$ cat config.mk
export PLATFORM = sky130hd
export DESIGN_NAME = seg_scan_mux
export DESIGN_NICKNAME = d
export VERILOG_FILES = /design/src/rtl/seg_scan_mux_pkg.sv /design/src/rtl/seg_scan_mux_prescaler.sv /design/src/rtl/seg_scan_mux.sv
export SDC_FILE = /design/constraint.sdc
export NUM_CORES = 1
export LEC_CHECK = 0
export CELL_PAD_IN_SITES_DETAIL_PLACEMENT = 1
export CELL_PAD_IN_SITES_GLOBAL_PLACEMENT = 2
export CORE_MARGIN = 2
export CORE_UTILIZATION = 35
export DETAILED_ROUTE_END_ITERATION = 8
export DONT_BUFFER_PORTS = 1
export PLACE_DENSITY_LB_ADDON = 0.1
export SLEW_MARGIN = 30
export SYNTH_ARGS = -nofsm -noshare
export SYNTH_HDL_FRONTEND = slang
export SYNTH_SLANG_ARGS = --single-unit
$ cat constraint.sdc
create_clock -name clk -period 3.5 [get_ports clk]
set_input_delay 0.875 -clock clk [delete_from_list [all_inputs] [get_ports clk]]
set_output_delay 0.875 -clock clk [all_outputs]
set_load 0.01 [all_outputs]
$ cat src/rtl/seg_scan_mux_pkg.sv
// Shared widths and the leading-zero blanking helper for the seven-segment scanner.
// Digit 0 is never blanked; digit i>0 blanks when it and every digit above it are zero.
package seg_disp_pkg;

  localparam int BCD_W      = 4;
  localparam int MAX_DIGITS = 8;
  localparam int IDX_W      = 3;

  // Walks from the top digit down, so the zero run stops at the first non-zero digit.
  function automatic logic [MAX_DIGITS-1:0] lz_mask(
    input logic [MAX_DIGITS*BCD_W-1:0] active,
    input int                          n
  );
    logic [MAX_DIGITS-1:0] mask;
    logic                  zero_above;
    mask       = '0;
    zero_above = 1'b1;
    for (int i = MAX_DIGITS - 1; i >= 1; i--) begin
      if (i < n) begin
        zero_above = zero_above & (active[i*BCD_W +: BCD_W] == '0);
        mask[i]    = zero_above;
      end
    end
    return mask;
  endfunction

endpackage

$ cat src/rtl/seg_scan_mux_prescaler.sv
// Free-running divider; adv is high for one cycle out of every DIV.
// With DIV=1 the counter sits at zero and adv is permanently high.
module refresh_prescaler #(
  parameter int DIV = 50000
) (
  input  logic clk,
  input  logic rst_n,
  output logic adv
);

  localparam int              PRE_W = (DIV > 1) ? $clog2(DIV) : 1;
  localparam logic [PRE_W-1:0] LAST = PRE_W'(DIV - 1);

  logic [PRE_W-1:0] pre_q, pre_d;

  assign adv = (pre_q == LAST);

  always_comb begin
    pre_d = adv ? '0 : pre_q + 1'b1;
  end

  always_ff @(posedge clk or negedge rst_n) begin
    if (!rst_n) begin
      pre_q <= '0;
    end else begin
      pre_q <= pre_d;
    end
  end

endmodule

$ cat src/rtl/seg_scan_mux.sv
// Time-multiplexed common-anode display scanner with a shadow frame buffer that is
// committed only at the frame wrap, plus optional leading-zero blanking.
module seg_scan_mux
  import seg_disp_pkg::*;
#(
  parameter int NUM_DIGITS  = 4,
  parameter int REFRESH_DIV = 50000
) (
  input  logic                          clk,
  input  logic                          rst_n,
  input  logic                          load,
  input  logic [BCD_W*NUM_DIGITS-1:0]   digits_in,
  input  logic                          blank_lz,
  output logic [BCD_W-1:0]              bcd_out,
  output logic [NUM_DIGITS-1:0]         an_n,
  output logic [IDX_W-1:0]              dig_idx,
  output logic                          frame_tick
);

  localparam int FRAME_W = BCD_W * NUM_DIGITS;

  logic                       adv;
  logic                       wrap;
  logic [FRAME_W-1:0]         shadow_q, shadow_d;
  logic [FRAME_W-1:0]         active_q, active_d;
  logic                       pending_q, pending_d;
  logic [IDX_W-1:0]           idx_q, idx_d;
  logic                       wrap_q;
  logic [BCD_W-1:0]           bcd_q, bcd_d;
  logic [NUM_DIGITS-1:0]      an_q, an_d;
  logic [IDX_W-1:0]           dig_q;
  logic                       tick_q;
  logic [MAX_DIGITS*BCD_W-1:0] active_ext;
  logic [NUM_DIGITS-1:0]      blank;

  refresh_prescaler #(
    .DIV (REFRESH_DIV)
  ) u_prescaler (
    .clk   (clk),
    .rst_n (rst_n),
    .adv   (adv)
  );

  assign wrap = adv && (idx_q == IDX_W'(NUM_DIGITS - 1));

  always_comb begin
    idx_d = idx_q;
    if (adv) begin
      idx_d = wrap ? '0 : idx_q + 1'b1;
    end
  end

  // A load on the wrap cycle bypasses the shadow so it lands in this frame.
  always_comb begin
    shadow_d  = load ? digits_in : shadow_q;
    active_d  = active_q;
    pending_d = pending_q;
    if (wrap) begin
      pending_d = 1'b0;
      if (load) begin
        active_d = digits_in;
      end else if (pending_q) begin
        active_d = shadow_q;
      end
    end else if (load) begin
      pending_d = 1'b1;
    end
  end

  always_comb begin
    active_ext                 = '0;
    active_ext[FRAME_W-1:0]    = active_q;
  end

  assign blank = NUM_DIGITS'(lz_mask(active_ext, NUM_DIGITS));

  always_comb begin
    bcd_d = '0;
    for (int i = 0; i < NUM_DIGITS; i++) begin
      if (idx_q == IDX_W'(i)) begin
        bcd_d = active_q[i*BCD_W +: BCD_W];
      end
    end
  end

  for (genvar gi = 0; gi < NUM_DIGITS; gi++) begin : g_anode
    assign an_d[gi] = (idx_q != IDX_W'(gi)) | (blank_lz & blank[gi]);
  end

  always_ff @(posedge clk or negedge rst_n) begin
    if (!rst_n) begin
      shadow_q  <= '0;
      active_q  <= '0;
      pending_q <= 1'b0;
      idx_q     <= '0;
      wrap_q    <= 1'b0;
      bcd_q     <= '0;
      an_q      <= '1;
      dig_q     <= '0;
      tick_q    <= 1'b0;
    end else begin
      shadow_q  <= shadow_d;
      active_q  <= active_d;
      pending_q <= pending_d;
      idx_q     <= idx_d;
      // Delayed twice so the tick lines up with digit 0 of the new frame on the pins.
      wrap_q    <= wrap;
      bcd_q     <= bcd_d;
      an_q      <= an_d;
      dig_q     <= idx_q;
      tick_q    <= wrap_q;
    end
  end

  assign bcd_out    = bcd_q;
  assign an_n       = an_q;
  assign dig_idx    = dig_q;
  assign frame_tick = tick_q;

endmodule

==> flow_summary.yaml <==
layout:
  synth_to_final_area_change_pct: 8.50
  final_net_count: 238
  post_route_cells_drive_above_1_share_pct: 25.7
  diodes: 0
  final.fill_count: 834
clock_tree:
  tritoncts: "done"
  cts.reportedPaths.clkPinSlew_ps: 80
  clockBufferDepth: 2
  cts_root_buffer: "sky130_fd_sc_hd__clkbuf_8"
  ctsHoldBuffers: 0
  max_h_tree_level: 3
  number_of_sinks_handled_by_clock_tree_synthesis: 65
  tritoncts.num_buffers: 9
  cts_repair_resize_count: 0
  postCtsSetupBuffers: 0
  clock_latency_ps: 340
global_routing:
  first_global_vias: 1854
  globalRoute.totalOverflow: 0
  grt_usage_pct: 13.9
  grt_max_degree: 66
  antenna_found_initial: 0
  grt_pass1_wl_um: 9160
synthesis:
  synthesis.yosys.warnings: 0
  post-synth-top-count-cell: "sky130_fd_sc_hd__dfrtp_1"
  synthesis.area_per_instance_um2: 13.2
  synth_edf_count: 0
  synthDominantAreaCellType: "sky130_fd_sc_hd__dfrtp_1"
  synth_fp_nets: 234
  ys_seq_area_share_pct: 58.9
  synthCells: 209
  postSynth.asyncResetShare_pct: 100
  post_synth_top_area_share_pct: 55.1
  netlist_area_um2: 2770
  synth_top_cells_by_count: "sky130_fd_sc_hd__dfrtp_1 (61), sky130_fd_sc_hd__mux2_2 (22), sky130_fd_sc_hd__nor2_1 (12)"
  ys_ff_latch: 65
  yosys_most_used_dff: "sky130_fd_sc_hd__dfrtp_1"
  synthTopCellsByArea: "sky130_fd_sc_hd__dfrtp_1 (55%), sky130_fd_sc_hd__mux2_2 (8.9%), sky130_fd_sc_hd__dfstp_2 (3.8%), sky130_fd_sc_hd__mux2_4 (3.3%), sky130_fd_sc_hd__ha_1 (2.3%)"
  synthDistinctLibCells: 40
critical_path:
  cp-end-kind: "flop"
  worst_path_cell_with_the_longest_stage_delay: "sky130_fd_sc_hd__or2_1"
  r2r_start: "idx_q[0]$_DFFE_PN0N_"
  cp_max_fo: 16
  worstSetupPathType: "flop to flop"
  critical_path.cell_chain: "ha_1 -> nor2b_1 -> o21ai_1 -> or2_1 -> mux2_4"
  worst-endpoint-required_ps: 3730
  timing.critical_path.from_type: "flop"
  critical_path_buf_inv_count: 0
  cp.arrival_ps: 2650
  critical_path.top_delay_family: "simple AND/OR/NAND/NOR gates"
  crit_path_start: "idx_q[0]$_DFFE_PN0N_"
  largest_stage_delay_worst_path_ps: 550
timing:
  fin_worst_hold_slack_ps: 215
  rsz_0062_raised_after_global_routing: "no"
  layout_worst_path_cycle_share_pct: 69.2
  drv_slew: 0
  final_setup_skew_ps: 7.43
  max_slew_headroom_pct: 48.6
  fin_setup_tns_ps: 0
  post-route-worst-setup-slack_ps: 1080
  min_period_ps: 2420
  achievable-frequency_mhz: 413
  setup_violations: 0
  worst-slew-pin-transition_ps: 772
  hold_viol_final: 0
routing:
  post_drt_wl_per_cell_um: 16.8
  num_vias: 1604
  routed_via_density: 5.01
  dr.pass1.iters: 3
  final_routed_drc_violation_total: 0
  drt-total-wl_um: 5390
  postRouteAntennaNets: 0
  drt_iter0_drc: 23
flow_run:
  cap_violations: 0
run_status:
  result_of_the_run: "finished, final reports clean"
power:
  total_leakage_power_nw: 1.36
  power-per-cell-area_nw_per_um2: 459
  peak_ir_drop_on_the_vdd_network_mv: 0.233
floorplanning:
  row_count: 32
  fp.dieArea_um2: 8640
  initial_utilization_pct: 36.0
  fp.coreArea_um2: 7690
  die_h_um: 92.9
  chipWidth_um: 92.9
  design.portCount: 32
worst_hold_path:
  hp-class: "input pin to async pin"
place:
  dpl.hpwl_um: 3840
  globalplace.congestion: 0.809
  worst_slack_at_placement_ps: 1040
  port_buffers: 0
[cell type report]
type / count / area (um2) / area share [%]
sequential: 65 / 1630 / 54.3
tap: 102 / 128 / 4.25
multi-input combinational: 131 / 1040 / 34.8
clock inverter: 7 / 53.8 / 1.79
inverter: 6 / 22.5 / 0.750
clock buffer: 9 / 124 / 4.12
[power by group]
part	internal, mW	switching (mW)
registers	0.769	0.00459
clock network	0.261	0.315
logic	0.0175	0.0101
total	1.05	0.330
[cells in the final DEF, fill, tap and decap left out, types with 2 or more instances in the layout]
cell type                    instances
sky130_fd_sc_hd__a21oi_1             8
sky130_fd_sc_hd__a221oi_1            4
sky130_fd_sc_hd__a22o_1              4
sky130_fd_sc_hd__and4bb_2            2
sky130_fd_sc_hd__clkbuf_8            9
sky130_fd_sc_hd__clkinvlp_4          3
sky130_fd_sc_hd__dfrtp_1            61
sky130_fd_sc_hd__dfstp_2             4
sky130_fd_sc_hd__ha_1                5
sky130_fd_sc_hd__inv_1               6
sky130_fd_sc_hd__inv_6               2
sky130_fd_sc_hd__mux2_2             22
sky130_fd_sc_hd__mux2_4              6
sky130_fd_sc_hd__nand2_1             9
sky130_fd_sc_hd__nand3_1             6
sky130_fd_sc_hd__nand4_1             4
sky130_fd_sc_hd__nor2_1             12
sky130_fd_sc_hd__nor2b_1             6
sky130_fd_sc_hd__nor3_1              7
sky130_fd_sc_hd__nor4_1              4
sky130_fd_sc_hd__o21ai_0             3
sky130_fd_sc_hd__xnor2_1             7
sky130_fd_sc_hd__xor2_1              6
[cells by family (layout without fill, tap and decap cells)]
| family | Yosys count | in the layout | share of synthesized area, % |
|---|---|---|---|
| AO/OA/AOI/OAI | 21 | 21 | 4.97 |
| AND/OR/NAND/NOR | 63 | 63 | 13.8 |
| multiplexers | 29 | 29 | 12.6 |
| adder cells (fa/ha/maj) | 5 | 5 | 2.26 |
| buffers and inverters | 13 | 22 | 3.34 |
| XOR/XNOR | 13 | 13 | 4.11 |
| flip-flops | 65 | 65 | 58.9 |
[worst register-to-register path, stage by stage (launching register included)]
cell and delay (ps):
sky130_fd_sc_hd__dfrtp_1 410, sky130_fd_sc_hd__ha_1 210, sky130_fd_sc_hd__nor2b_1 490, sky130_fd_sc_hd__o21ai_1 240
sky130_fd_sc_hd__or2_1 550, sky130_fd_sc_hd__mux2_4 410
[sequential cells by signal (all words and copies together) (netlist names)]
| name | flops |
|---|---|
| active_q | 16 |
| shadow_q | 16 |
| u_prescaler.pre_q | 16 |
| an_n | 4 |
| bcd_out | 4 |
| dig_idx | 3 |
| idx_q | 3 |
| frame_tick | 1 |
| pending_q | 1 |
| wrap_q | 1 |
[final timing paths]
check                                           to  slack, ps  depth (start not counted)
max                        active_q[6]$_DFFE_PN0P_       1080                          5
min reg2reg                   frame_tick$_DFF_PN0_        360                          0
max reg2reg                active_q[6]$_DFFE_PN0P_       1080                          5
max in group asynchronous        an_n[0]$_DFF_PN1_       3100                          0
min                        shadow_q[4]$_DFFE_PN0P_        220                          0
min in group clk              frame_tick$_DFF_PN0_        360                          0
[per-stage QoR]
step                      instances  area (um2)  power, mW  utilization [%]
after global routing            320        3000       1.45             39.1
after global placement          304        2830      0.815             36.8
after detailed placement        304        2830      0.817             36.8
after floorplan                 209        2770      0.815                -
final                           320        3000       1.38             39.1
after CTS                       320        3000       1.40             39.1
[layer usage]
metal / GRT usage (%) / part of all wire (%)
met5: 0 / 0
met4: 5.27 / 1.9
met2: 24.0 / 53
met3: 4.23 / 3.6
met1: 16.2 / 41
Note: power is estimated with default switching activity, not from simulation.
